[config.mk]
export PLATFORM = sky130hd
export DESIGN_NAME = display_scan_ctrl
export DESIGN_NICKNAME = d
export VERILOG_FILES = /design/src/rtl/display_scan_ctrl_pkg.sv /design/src/rtl/display_scan_ctrl_hex_to_7seg.sv /design/src/rtl/display_scan_ctrl.sv
export SDC_FILE = /design/constraint.sdc
export NUM_CORES = 1
export LEC_CHECK = 0
export CAP_MARGIN = 20
export CORE_MARGIN = 5
export CORE_UTILIZATION = 30
export DETAILED_ROUTE_END_ITERATION = 10
export DONT_BUFFER_PORTS = 1
export GPL_TIMING_DRIVEN = 0
export PLACE_DENSITY = 0.45
export SLEW_MARGIN = 15
export SYNTH_ARGS = -nofsm -noshare
export SYNTH_HDL_FRONTEND = slang
export SYNTH_SLANG_ARGS = --single-unit
[constraint.sdc]
create_clock -name CLK -period 5.2 [get_ports CLK]
set_input_delay 1.3 -clock CLK [delete_from_list [all_inputs] [get_ports CLK]]
set_output_delay 1.3 -clock CLK [all_outputs]
set_load 0.02 [all_outputs]
[src/rtl/display_scan_ctrl_pkg.sv]
// display_scan_ctrl_pkg: shared FSM states and segment constants for the display scanner
package display_scan_ctrl_pkg;

    typedef enum logic [1:0] {IDLE, BLANK, DRIVE} state_t;

    localparam logic [6:0] SEG_OFF = 7'h7F;

    // Active-low {a,b,c,d,e,f,g} patterns, entry 15 (F) first down to entry 0
    localparam logic [15:0][6:0] SEG_TABLE = {
        7'b0111000, 7'b0110000, 7'b1000010, 7'b0110001,
        7'b1100000, 7'b0001000, 7'b0000100, 7'b0000000,
        7'b0001111, 7'b0100000, 7'b0100100, 7'b1001100,
        7'b0000110, 7'b0010010, 7'b1001111, 7'b0000001
    };

endpackage

[src/rtl/display_scan_ctrl_hex_to_7seg.sv]
// hex_to_7seg: combinational hex nibble to active-low seven-segment pattern
module hex_to_7seg
    import display_scan_ctrl_pkg::*;
(
    input  logic [3:0] nibble,
    output logic [6:0] seg_n
);

    assign seg_n = SEG_TABLE[nibble];

endmodule

[src/rtl/display_scan_ctrl.sv]
// display_scan_ctrl: tick-driven 7-segment scanner with blanking and frame-aligned double buffer
module display_scan_ctrl
    import display_scan_ctrl_pkg::*;
#(
    parameter int NUM_DIGITS   = 4,
    parameter int BLANK_CYCLES = 16
) (
    input  logic                    CLK,
    input  logic                    Reset,
    input  logic                    Enable,
    input  logic [4*NUM_DIGITS-1:0] digits_in,
    input  logic [NUM_DIGITS-1:0]   dp_in,
    input  logic                    lz_suppress,
    input  logic                    load,
    output logic [6:0]              seg_n,
    output logic                    dp_n,
    output logic [NUM_DIGITS-1:0]   an_n,
    output logic                    frame_done,
    output logic                    overrun
);

    localparam int IW = $clog2(NUM_DIGITS);
    localparam logic [IW-1:0] LAST = IW'(NUM_DIGITS - 1);
    localparam logic [7:0] BLANK_LAST = 8'(BLANK_CYCLES - 1);

    state_t                  state, state_nx;
    logic [IW-1:0]           idx;
    logic [7:0]              cnt;
    logic [4*NUM_DIGITS-1:0] pend_digits, act_digits;
    logic [NUM_DIGITS-1:0]   pend_dp, act_dp;
    logic                    pend_lz, act_lz, pend_valid;
    logic [3:0]              nibble;
    logic [6:0]              dec_seg, seg_d;
    logic                    dp_d;
    logic [NUM_DIGITS-1:0]   an_d;
    logic                    drive_tick, boundary, lz_hit;

    assign drive_tick = state == DRIVE && Enable;
    assign boundary   = drive_tick && idx == LAST;
    assign nibble     = act_digits[4*idx +: 4];
    // A digit is a leading zero when it and everything above it is zero; digit 0 always shows
    assign lz_hit     = act_lz && idx != '0 && (act_digits >> (4*idx)) == '0;

    hex_to_7seg u_dec (
        .nibble (nibble),
        .seg_n  (dec_seg)
    );

    // State register
    always_ff @(posedge CLK) state <= Reset ? IDLE : state_nx;

    // Next state: wait for first tick, blank for BLANK_CYCLES, then drive until the next tick
    always_comb begin
        state_nx = state;
        case (state)
            IDLE:    state_nx = Enable ? BLANK : IDLE;
            BLANK:   state_nx = cnt == BLANK_LAST ? DRIVE : BLANK;
            DRIVE:   state_nx = Enable ? BLANK : DRIVE;
            default: state_nx = IDLE;
        endcase
    end

    // Scan index, blanking counter, sticky overrun and the frame-end pulse
    always_ff @(posedge CLK) begin
        if (Reset) begin
            idx        <= '0;
            cnt        <= '0;
            overrun    <= 1'b0;
            frame_done <= 1'b0;
        end else begin
            if (state == IDLE && Enable) begin
                idx <= '0;
                cnt <= '0;
            end else if (state == BLANK) begin
                cnt <= cnt + 1'b1;
            end else if (drive_tick) begin
                idx <= boundary ? '0 : idx + 1'b1;
                cnt <= '0;
            end
            overrun    <= overrun | (state == BLANK && Enable);
            frame_done <= boundary;
        end
    end

    // Double buffer: pending takes every load, active only changes at a frame boundary
    always_ff @(posedge CLK) begin
        if (Reset) begin
            pend_digits <= '0;
            pend_dp     <= '0;
            pend_lz     <= 1'b0;
            pend_valid  <= 1'b0;
            act_digits  <= '0;
            act_dp      <= '0;
            act_lz      <= 1'b0;
        end else begin
            if (boundary && pend_valid) begin
                act_digits <= pend_digits;
                act_dp     <= pend_dp;
                act_lz     <= pend_lz;
            end
            if (load) begin
                pend_digits <= digits_in;
                pend_dp     <= dp_in;
                pend_lz     <= lz_suppress;
                pend_valid  <= 1'b1;
            end else if (boundary) begin
                pend_valid <= 1'b0;
            end
        end
    end

    // Pin values implied by the current state; everything is dark outside DRIVE
    always_comb begin
        seg_d = state == DRIVE && !lz_hit ? dec_seg : SEG_OFF;
        dp_d  = !(state == DRIVE && act_dp[idx]);
        an_d  = state == DRIVE ? ~(NUM_DIGITS'(1) << idx) : '1;
    end

    // Output registers keep the pins glitch-free, one cycle behind the state
    always_ff @(posedge CLK) begin
        if (Reset) begin
            seg_n <= SEG_OFF;
            dp_n  <= 1'b1;
            an_n  <= '1;
        end else begin
            seg_n <= seg_d;
            dp_n  <= dp_d;
            an_n  <= an_d;
        end
    end

endmodule

# [After elaboration in Yosys (flattened, before gate mapping)]
# Memory sizes are Yosys's and may differ from the RTL's. A register that Yosys moved wholly into a read port is not among the register bits.
# Index checks and enable logic that the tools add are counted.
[totals] inputBits=25 output_inout_bits=14 register_bits=62 elab_cells=61 latch_bits=0 n_memories=1 ramBits=0 rom_bits=112
[op_classes] bitwise_logic=5 n_addsub=2 magnitude_cmp=1 reduce_logical=20 n_mux=11 div=0 mul=0 n_eq_ne=4 shift=3
[memory_table] memory="(no name shown)" words=16 width=7 read_ports=1 rd_clocked_by_memory_dff=1 write_ports=0 line_no="display_scan_ctrl_hex_to_7seg.sv:9" rtl="assign seg_n = SEG_TABLE[nibble];"
[op_table] operator="$logic_not 16->1" n=1
[op_table] operator="$mux 8" n=2
[op_table] operator="$shiftx 16x5->4" n=1
[op_table] operator="$shr 16x4->16" n=1
[op_table] operator="$logic_and 1x1->1" n=9
[op_table] operator="$add 8x1->8 const B" n=1
[op_table] operator="$eq 8x4->1 const B" n=1
[op_table] operator="$mux 2" n=3
[op_table] operator="$pmux 2 s3" n=1
[op_table] operator="$reduce_bool 2->1" n=3
[op_table] operator="$reduce_or 2->1" n=3
[op_table] operator="$eq 2x2->1 const B" n=2
[op_table] operator="$mux 1" n=4
[op_table] operator="$not 4->4" n=1
[op_table] operator="$shl 1x2->4 const A" n=1
[op_table] operator="$lt 2x3->1 const B" n=1
[op_table] operator="$not 1->1" n=3
[op_table] operator="$add 2x1->2 const B" n=1
[op_table] operator="$bmux 1 s2" n=1
[op_table] operator="$eq 2x1->1 const B" n=1
[op_table] operator="$logic_not 1->1" n=2
[op_table] operator="$logic_not 2->1" n=1
[op_table] operator="$reduce_and 2->1" n=1
[op_table] operator="$or 1x1->1" n=1

# [Longest topological paths before layout]
# Gate-level depths: netlist of the first run.
[depth] word_depth=7 ltp_mapped=8 mapped_depth_nobuf=7

# [Modules after synthesis]
# Synthesis of the first run repeated with hierarchy kept, for this count alone.
[hier_totals] cells_unflattened=326 area_unflattened_um2=2960.3
[by_module_without_submodules] module="display_scan_ctrl" n_inst=1 cells_each=294 area_each_um2=2686.3
[by_module_without_submodules] module="hex_to_7seg" n_inst=1 cells_each=32 area_each_um2=274.0

# [Worst setup path before layout of the first run]
# OpenSTA, ideal clock, no wires.
[synth_path] path_kind="reg-to-reg" from="register idx[0]" to="register seg_n[4]" t_arrival_ps=2407 synth_period_minus_slack_ps=2513 path_slack_ps=2687 stages_incl_launch_ff=9 t_required_ps=5094 setup_ps=106 path_cell_list="dfxtp_1 buf_4 mux4_2 inv_1 ha_1 nand2_1 or4_1 o31a_2 o311ai_0"
[synth_between] elab_chain_len=7 word_cells_on_any_way=10
[synth_rtl] element="start: declaration" line_no="display_scan_ctrl.sv:27" rtl="logic [IW-1:0] idx;"
[synth_rtl] element="start signal: assignment" line_no="display_scan_ctrl.sv:77" rtl="idx <= boundary ? '0 : idx + 1'b1;"
[synth_rtl] element="$shr 16x4->16 / $reduce_bool 2->1 (equally long branches)" line_no="display_scan_ctrl.sv:42" rtl="assign lz_hit = act_lz && idx != '0 && (act_digits >> (4*idx)) == '0;"
[synth_rtl] element="$logic_not 16->1 / $logic_and 1x1->1 (equally long branches)" line_no="display_scan_ctrl.sv:42"
[synth_rtl] element="$logic_and 1x1->1" line_no="display_scan_ctrl.sv:42"
[synth_rtl] element="$logic_not 1->1" line_no="display_scan_ctrl.sv:114" rtl="seg_d = state == DRIVE && !lz_hit ? dec_seg : SEG_OFF;"
[synth_rtl] element="$logic_and 1x1->1" line_no="display_scan_ctrl.sv:114"
[synth_rtl] element="$not 1->1 (no line)"
[synth_rtl] element="$reduce_or 2->1 (no line)"
[synth_rtl] element="end: declaration" line_no="display_scan_ctrl.sv:15" rtl="output logic [6:0] seg_n,"
# Parallel ways exist; a longest one is shown, timed or not.
# A chain may end at the register's enable or synchronous reset.

# [Worst setup path in the final report of the first run]
# Ends and elaborated chain as after synthesis.

==> impl_metrics.py, run 1 <==
metrics = {
    "status": {
        "status": "finished clean",
    },
    "setup_path": {
        "worstPathRequired_ps": 5440,
        "path_buf_inv": 2,
        "worstPathArrival_ps": 3070,
        "reg2reg_to": "seg_n[4]",
        "r2r_cells": 8,
        "cp.depth": 8,
        "crit_family": "multiplexers",
        "cp_slowest_cell": "mux4_2",
        "start_kind": "flip-flop",
        "worstPathCellList": "buf_4, mux4_2, inv_1, ha_1, nand2_1, or4_1, o31a_2, o311ai_0",
        "critPathMaxStageDelay_ps": 590,
        "worstSetupEndpointType": "flip-flop",
        "reg2reg_from": "idx[0]",
        "path_max_fanout": 10,
        "reg2reg_slack_ps": 2370,
        "path_class": "flip-flop to flip-flop",
    },
    "place": {
        "postPlaceCellArea_um2": 3142,
        "portBuffers": 0,
        "numPlacedInstances": 458,
        "gp_congestion": 0.8109,
        "dpl.hpwl_um": 5026,
        "place_ws_ps": 2386,
    },
    "global_route": {
        "gr-total-overflow": 0,
        "antenna_found_initial": 0,
        "grt_start_max_net_pins": 13,
        "grt_pass1_vias": 2335,
        "track_usage_pct": 12.79,
        "grt_pass1_wl_um": 11780,
    },
    "flow_run": {
        "maxCapViolCount": 0,
    },
    "synthesis": {
        "postSynthAreaPerCell_um2": 9.155,
        "syn_area_um2": 2975,
        "synth_ff_type": "dfxtp_1",
        "yosysTopAreaCell": "dfxtp_1",
        "syn_inst": 325,
        "synth-edff-count": 0,
        "async_flop_share_pct": 0,
        "synth_cell_types": 43,
        "syn_nets": 360,
        "synth.top_cells.by_area": "dfxtp_1 (46%), nand2_1 (7.4%), mux2i_1 (7.4%)",
        "ys_ff_latch": 69,
        "synth.yosys.seq_area_share_pct": 46.43,
        "synth.top_cell.area_share_pct": 46.43,
        "ys_warn_count": 0,
    },
    "sta": {
        "timing.fmax_mhz": 353.3,
        "post-route-period-util_pct": 54.44,
        "fin_crit_ps": 2831,
        "tns_ps": 0,
        "hold_viol_final": 0,
        "fin_ws_ps": 2369,
        "finalClockSkew_ps": 9.948,
        "tightestPinTransition_ps": 940.4,
        "slew_viol_final": 0,
        "setup_violations": 0,
        "rsz0062_at_grt": "no",
        "whs_ps": 451.9,
        "relSlewSlack_pct": 37.17,
    },
    "cts": {
        "cts_resized": 0,
        "cts_tree": "done",
        "cts_hold_buffers": 0,
        "path_clk_slew_ps": 80,
        "clock-sinks": 69,
        "cts-buffers-inserted": 9,
        "cts-htree-levels": 3,
        "clockBufferDepth": 2,
        "clk_latency_ps": 350,
        "cts_root_buffer": "clkbuf_8",
        "post_cts.repair.setup_buffers": 0,
    },
    "hold_path": {
        "hp-start": "pend_digits[7]",
        "hold_path_class": "flip-flop to flip-flop",
        "hold_depth": 2,
        "worstHoldEndpoint": "act_digits[7]",
    },
    "drt": {
        "drtIter0Drc": 68,
        "vias_per_cell": 4.728,
        "drtAntennaViolNets": 0,
        "vias": 2241,
        "drc": 0,
        "routed_wl_um": 6896,
        "first_pass_iters": 4,
        "wl_per_cell_um": 14.55,
    },
    "floorplanning": {
        "core_area_um2": 9729,
        "start_util_pct": 30.58,
        "fp.dieW_um": 109.6,
        "die_area_um2": 12010,
        "ioPinCount": 39,
        "fp.dieH_um": 109.6,
        "num_rows": 36,
    },
    "power": {
        "power_mw": 1.013,
        "p_per_area_nw_per_um2": 303.5,
        "power.leakage_nw": 1.182,
        "ir_worst_vdd_mv": 0.1093,
    },
    "finish": {
        "syn2layout_area_growth_pct": 12.20,
        "fillers": 1054,
        "diodes": 0,
        "drive_gt1_share_pct": 10.26,
        "final_cell_mix": "dfxtp_1 (69), nand2_1 (59), nor2_1 (34)",
        "regArea_um2": 1381,
        "fin_util_pct": 34.31,
        "multi_input_area_um2": 1474,
        "stdcell_count": 474,
        "design_area_um2": 3338,
        "fin_nets": 371,
        "layout_commonest_cell": "dfxtp_1",
    },
}
layer usage:
| layer | up-vias | routed length, um | GRT usage (%) |
|---|---|---|---|
| li1 | 1147 | - | - |
| met1 | 1054 | 3229 | 15.73 |
| met2 | 34 | 3234 | 20.75 |
| met3 | 6 | 365 | 4.991 |
| met4 | 0 | 66 | 3.740 |
| met5 | - | 0 | 0 |
Yosys cell counts (all sizes together) (3+ instances only):
| library cell | number |
|---|---|
| o311ai | 3 |
| nand3 | 9 |
| buf | 9 |
| xnor2 | 4 |
| dfxtp | 69 |
| and2 | 3 |
| o21ai | 5 |
| a311oi | 4 |
| clkbuf | 10 |
| mux2 | 3 |
| a21oi | 31 |
| ha | 10 |
| inv | 8 |
| mux2i | 22 |
| nand2 | 59 |
| nor4 | 3 |
| nor2 | 34 |
| nor3b | 5 |
| mux4 | 6 |
area by class of cell:
type | instances | area share [%]
well taps | 133 | 4.985
plain buffers | 19 | 2.699
flip-flops and latches | 69 | 41.38
clock buffers | 12 | 4.948
inverters | 8 | 0.8996
multi-input cells | 229 | 44.15
clock inverters | 4 | 0.9370
where the power goes:
group / leakage [nW] / total, mW / internal, mW / switching (mW)
combinational: 0.530 / 0.0416 / 0.0160 / 0.0256
sequential: 0.561 / 0.548 / 0.540 / 0.00798
clock: 0.0908 / 0.423 / 0.213 / 0.210
total: 1.18 / 1.01 / 0.769 / 0.244
state kept, by name (all words and copies together) (netlist names), 2 cells and up:
name and count:
pend_dp 4, idx 2, cnt 8, state 2
an_n 4, act_digits 16, act_dp 4, seg_n 7
pend_digits 16
cell families (layout without fill, tap and decap cells):
family / after synthesis / after routing / synth area share [%]
fa+ha+maj: 10 / 10 / 4.205
xor+xnor: 5 / 5 / 1.472
simple gates: 132 / 132 / 20.14
buf+inv: 27 / 43 / 4.037
mux: 31 / 31 / 13.33
compound gates: 51 / 51 / 10.39
flops: 69 / 69 / 46.43
how the worst max path moves through the flow:
stage / start / end / slack, ps
floorplan: idx[0] / seg_n[4] / 2690
global placement: idx[0] / seg_n[4] / 2340
detailed placement: idx[0] / seg_n[4] / 2390
CTS: idx[0] / seg_n[4] / 2360
global route: idx[0] / seg_n[4] / 2200
finish: idx[0] / seg_n[4] / 2370
worst register-to-register path: cells and delay by family (launching register included):
kind | cells | cell delay [ps]
buffers and inverters | 2 | 360
muxes | 1 | 590
AOI/OAI and AO/OA | 2 | 560
DFF | 1 | 510
adders and majority gates | 1 | 230
and+or+nand+nor | 2 | 480
Note: power is estimated with default switching activity, not from simulation.
==> run 2: changes to the inputs <==
Clock period 5.2 ns to 2.8 ns, I/O delays scaled along.
==> run 2 against run 1 <==
  * Sequential cell count unchanged
  * Combinational power increased by 86%
  * Critical path depth unchanged
  * Non-clock buffer count increased by 1
  * Routed wire length about the same
  * First-iteration DRC count increased by 38%
  * Highest routed layer unchanged
  * Sequential power increased by 86%
  * Die area unchanged
  * Global-route usage unchanged
  * Clock power increased by 86%
  * Setup slack got worse by 2200 ps
  * Power increased by 86%
==> impl_metrics.py, run 2 (synthesis gave the netlist of run 1 again) <==
metrics = {
    "cts": {
        "cts_tree": "done",
        "cts-buffers-inserted": 9,
        "clock-sinks": 69,
        "cts-htree-levels": 3,
        "clockBufferDepth": 2,
        "clk_latency_ps": 350,
        "path_clk_slew_ps": 80,
        "cts_root_buffer": "clkbuf_8",
        "cts_hold_buffers": 0,
    },
    "finish": {
        "layout_commonest_cell": "dfxtp_1",
        "drive_gt1_share_pct": 11.11,
        "fillers": 1056,
        "fin_nets": 372,
        "fin_util_pct": 34.41,
        "syn2layout_area_growth_pct": 12.53,
        "final_cell_mix": "dfxtp_1 (68), nand2_1 (59), nor2_1 (34)",
        "diodes": 0,
        "largestRegisters": "act_digits: 16 flops, pend_digits: 16 flops, cnt: 8 flops",
    },
    "hold_path": {
        "hold_path_class": "flip-flop to flip-flop",
        "hp-start": "pend_digits[7]",
        "worstHoldEndpoint": "act_digits[7]",
        "hold_depth": 2,
    },
    "global_route": {
        "track_usage_pct": 12.79,
        "grt_start_max_net_pins": 13,
        "antenna_found_initial": 0,
        "grt_pass1_vias": 2335,
        "grt_pass1_wl_um": 11780,
        "gr-total-overflow": 0,
    },
    "sta": {
        "tightestPinTransition_ps": 977.3,
        "setup_violations": 0,
        "fin_crit_ps": 2643,
        "post-route-period-util_pct": 94.40,
        "hold_viol_final": 0,
        "rsz0062_at_grt": "no",
        "whs_ps": 451.7,
        "tns_ps": 0,
        "timing.fmax_mhz": 378.3,
        "slew_viol_final": 0,
        "finalClockSkew_ps": 9.146,
        "relSlewSlack_pct": 34.70,
    },
    "drt": {
        "wl_per_cell_um": 14.51,
        "routed_wl_um": 6891,
        "first_pass_iters": 4,
        "drtAntennaViolNets": 0,
        "drtIter0Drc": 94,
        "drc": 0,
        "vias": 2244,
        "vias_per_cell": 4.724,
    },
    "setup_path": {
        "cp_slowest_cell": "mux4_2",
        "worstPathArrival_ps": 2880,
        "path_class": "flip-flop to flip-flop",
        "worstSetupEndpointType": "flip-flop",
        "start_kind": "flip-flop",
        "worstPathCellList": "buf_4, mux4_2, inv_1, ha_1, nand2_1, or4_1, o31a_2, o311ai_0",
        "worstPathRequired_ps": 3040,
        "critPathMaxStageDelay_ps": 580,
        "r2r_cells": 8,
        "reg2reg_slack_ps": 160,
        "reg2reg_from": "idx[0]",
        "path_max_fanout": 10,
        "reg2reg_to": "seg_n[4]",
    },
    "power": {
        "power.leakage_nw": 1.181,
        "p_per_area_nw_per_um2": 561.7,
        "ir_worst_vdd_mv": 0.2027,
    },
    "floorplanning": {
        "fp.dieH_um": 109.6,
        "core_area_um2": 9729,
        "start_util_pct": 30.58,
        "die_area_um2": 12010,
        "fp.dieW_um": 109.6,
        "ioPinCount": 39,
        "num_rows": 36,
    },
    "place": {
        "portBuffers": 0,
        "dpl.hpwl_um": 5026,
        "gp_congestion": 0.8109,
    },
    "flow_run": {
        "maxCapViolCount": 0,
    },
    "status": {
        "status": "finished clean",
    },
}
## run 2: changes by cell type in the layout (fill, tap and decap cells not counted), sizes merged
cell	previous run	this run
clkbuf	22	23
## run 2: stage by stage
| step | area [um2] | setup slack, ps | std cells | total power [mW] |
|---|---|---|---|---|
| 2_1_floorplan | 2975 | 287.2 | 325 | 1.099 |
| 3_3_place_gp | 3142 | -57.13 | 458 | 1.120 |
| 3_5_place_dp | 3142 | -13.99 | 458 | 1.120 |
| 4_1_cts | 3339 | 72.25 | 474 | 1.925 |
| 5_1_grt | 3348 | 9.982 | 475 | 1.980 |
| 6_report | 3348 | 156.9 | 475 | 1.881 |
## run 2: worst max-delay path by stage
stage | slack, ps | endpoint | from
floorplan | 290 | seg_n[4] | idx[0]
global placement | -60 | seg_n[4] | idx[0]
detailed placement | -10 | seg_n[4] | idx[0]
CTS | 70 | seg_n[4] | idx[0]
global route | 10 | seg_n[4] | idx[0]
finish | 160 | seg_n[4] | idx[0]
## run 2: layer usage
| layer | wire [um] | global-route usage (%) |
|---|---|---|
| met4 | 55 | 3.740 |
| met5 | 0 | 0 |
| met2 | 3237 | 20.75 |
| met1 | 3243 | 15.73 |
| met3 | 355 | 4.991 |
## run 2: what timing repair did
item                       in CTS  in global routing
gates resized for setup         1                  3
setup endpoints to repair       2                  3
hold endpoints to repair        0                  0
setup buffers                   0                  1
gates cloned                    0                  0
## run 2: critical path: cells and delay by family, from the launching register on
| kind | cells | cell delay, ps |
|---|---|---|
| and+or+nand+nor | 2 | 480 |
| adders and majority gates | 1 | 230 |
| DFF | 1 | 400 |
| buffers and inverters | 2 | 290 |
| muxes | 1 | 580 |
| AOI/OAI and AO/OA | 2 | 550 |
## run 2: area by class of cell
class                           count  area (um2)  area share, %
Buffer                             19       92.59          2.765
Clock inverter                      4       31.28         0.9342
Timing Repair Buffer                1       7.507         0.2242
Inverter                            8       30.03         0.8969
Multi-Input combinational cell    229        1470          43.91
Tap cell                          133       166.4          4.970
Sequential cell                    69        1385          41.37
Clock buffer                       12       165.2          4.933
## run 2: power breakdown
part | leakage (nW) | total [mW] | internal [mW] | switching (mW)
Sequential | 0.562 | 1.02 | 1.00 | 0.0149
Combinational | 0.528 | 0.0774 | 0.0298 | 0.0476
Clock | 0.0908 | 0.786 | 0.395 | 0.390
==> run 3: changes to the inputs <==
Settings changed: GPL_ROUTABILITY_DRIVEN set to 0, PLACE_DENSITY 0.45 to 0.42.
==> run 3 against run 2 <==
  * Register-to-register slack worse by 50 ps
  * Global-route usage is 0.41 points lower
  * Sequential power hardly changed
  * Cell count stayed put
  * Sequential cell count stayed put
  * Clock power is 8.9% higher
  * Non-clock buffer count is 2 higher
  * Routed wire length is 0.89% higher
  * First-iteration DRC count is 26% lower
  * Setup slack worse by 55 ps
  * Clock skew is 3.3 ps higher
  * Critical endpoint unchanged
  * Highest routed layer unchanged
==> impl_metrics.py, run 3 (synthesis gave the netlist of run 1 again) <==
metrics = {
    "status": {
        "status": "finished clean",
    },
    "cts": {
        "cts-buffers-inserted": 9,
        "clk_latency_ps": 350,
        "path_clk_slew_ps": 80,
        "clock-sinks": 69,
        "cts_tree": "done",
        "cts-htree-levels": 3,
        "cts_root_buffer": "clkbuf_8",
        "clockBufferDepth": 2,
    },
    "sta": {
        "whs_ps": 457.2,
        "hold_viol_final": 0,
        "fin_ws_ps": 102.0,
        "relSlewSlack_pct": 62.46,
        "timing.fmax_mhz": 370.6,
        "finalClockSkew_ps": 12.47,
        "slew_viol_final": 0,
        "setup_violations": 0,
        "fin_crit_ps": 2698,
        "post-route-period-util_pct": 96.36,
        "rsz0062_at_grt": "no",
        "tightestPinTransition_ps": 563.0,
    },
    "setup_path": {
        "reg2reg_slack_ps": 100,
        "worstSetupEndpointType": "flip-flop",
        "crit_family": "multiplexers",
        "start_kind": "flip-flop",
        "reg2reg_from": "idx[0]",
        "cp_slowest_cell": "mux4_2",
        "worstPathRequired_ps": 3040,
        "critPathMaxStageDelay_ps": 580,
        "reg2reg_to": "seg_n[4]",
        "worstPathArrival_ps": 2940,
        "path_buf_inv": 2,
        "path_class": "flip-flop to flip-flop",
        "worstPathCellList": "buf_4, mux4_2, inv_1, ha_1, nand2_1, or4_1, o31a_2, o311ai_0",
        "path_max_fanout": 10,
        "r2r_cells": 8,
    },
    "floorplanning": {
        "core_area_um2": 9729,
        "start_util_pct": 30.58,
        "ioPinCount": 39,
        "die_area_um2": 12010,
        "fp.dieW_um": 109.6,
        "fp.dieH_um": 109.6,
        "num_rows": 36,
    },
    "hold_path": {
        "worstHoldEndpoint": "act_dp[2]",
        "hold_depth": 2,
        "hp-start": "act_dp[2]",
        "hold_path_class": "flip-flop to flip-flop",
    },
    "drt": {
        "vias": 2252,
        "routed_wl_um": 6952,
        "vias_per_cell": 4.741,
        "drc": 0,
        "first_pass_iters": 4,
        "drtIter0Drc": 70,
        "drtAntennaViolNets": 0,
        "wl_per_cell_um": 14.64,
    },
    "power": {
        "p_per_area_nw_per_um2": 580.4,
        "power_mw": 1.953,
        "power.leakage_nw": 1.209,
        "ir_worst_vdd_mv": 0.2231,
    },
    "global_route": {
        "track_usage_pct": 12.38,
        "grt_start_max_net_pins": 12,
        "gr-total-overflow": 0,
        "grt_pass1_wl_um": 11320,
        "grt_pass1_vias": 2216,
        "antenna_found_initial": 0,
    },
    "finish": {
        "stdcell_count": 475,
        "largestRegisters": "act_digits: 16 flops, pend_digits: 16 flops, cnt: 8 flops",
        "syn2layout_area_growth_pct": 13.08,
        "layout_commonest_cell": "dfxtp_1",
        "diodes": 0,
        "fin_util_pct": 34.58,
        "final_cell_mix": "dfxtp_1 (68), nand2_1 (59), nor2_1 (34)",
        "fin_nets": 374,
        "drive_gt1_share_pct": 10.82,
    },
    "flow_run": {
        "maxCapViolCount": 0,
    },
    "place": {
        "place_ws_ps": -29.37,
        "portBuffers": 0,
        "numPlacedInstances": 458,
        "dpl.hpwl_um": 5057,
    },
}
## run 3: per-stage QoR
step | cell area (um2) | setup TNS [ps]
after floorplan | 2975 | 0
after global placement | 3142 | -84.39
after detailed placement | 3142 | -29.37
after CTS | 3344 | 0
after global routing | 3364 | 0
final | 3364 | 0
## run 3: worst max-delay path by stage
stage,slack [ps],startpoint,to,cells past startpoint
final,100,idx[0],seg_n[4],8
after global routing,9,idx[0],seg_n[4],8
after CTS,60,idx[0],seg_n[4],8
after detailed placement,-30,idx[0],seg_n[4],8
after global placement,-70,idx[0],seg_n[4],8
after floorplan,290,idx[0],seg_n[4],8
## run 3: power by group
part,total [mW],switching [mW],internal [mW]
combinational,0.0770,0.0472,0.0298
sequential,1.02,0.0153,1.00
clock,0.856,0.368,0.488
## run 3: tightest hold or removal path, delay by kind of cell, from the launching register on
family / cells / cell delay (ps)
and+or+nand+nor: 1 / 50
DFF: 1 / 310
AOI/OAI and AO/OA: 1 / 50
## run 3: per-layer routing
metal | track usage (%) | wire (um) | vias to the layer above
li1 | - | - | 1147
met1 | 14.83 | 3121 | 1053
met2 | 20.10 | 3329 | 39
met3 | 4.521 | 356 | 13
met4 | 4.987 | 144 | 0
met5 | 0 | 0 | -
## run 3: cell type report
cell class / count / area (um2)
fillers: 1046 / 6365
multi-input cells: 229 / 1474
flip-flops and latches: 69 / 1383
well taps: 133 / 166.4
clock buffers: 9 / 123.9
plain buffers: 19 / 90.09
clock inverters: 5 / 77.57
inverters: 8 / 30.03
repair buffers: 3 / 20.02
## run 3: what timing repair did
action	4_1_cts	5_1_grt
buffers inserted	0	2
hold buffers	0	0
gates resized for setup	1	0
pin swaps	0	0
setup endpoints to repair	4	1
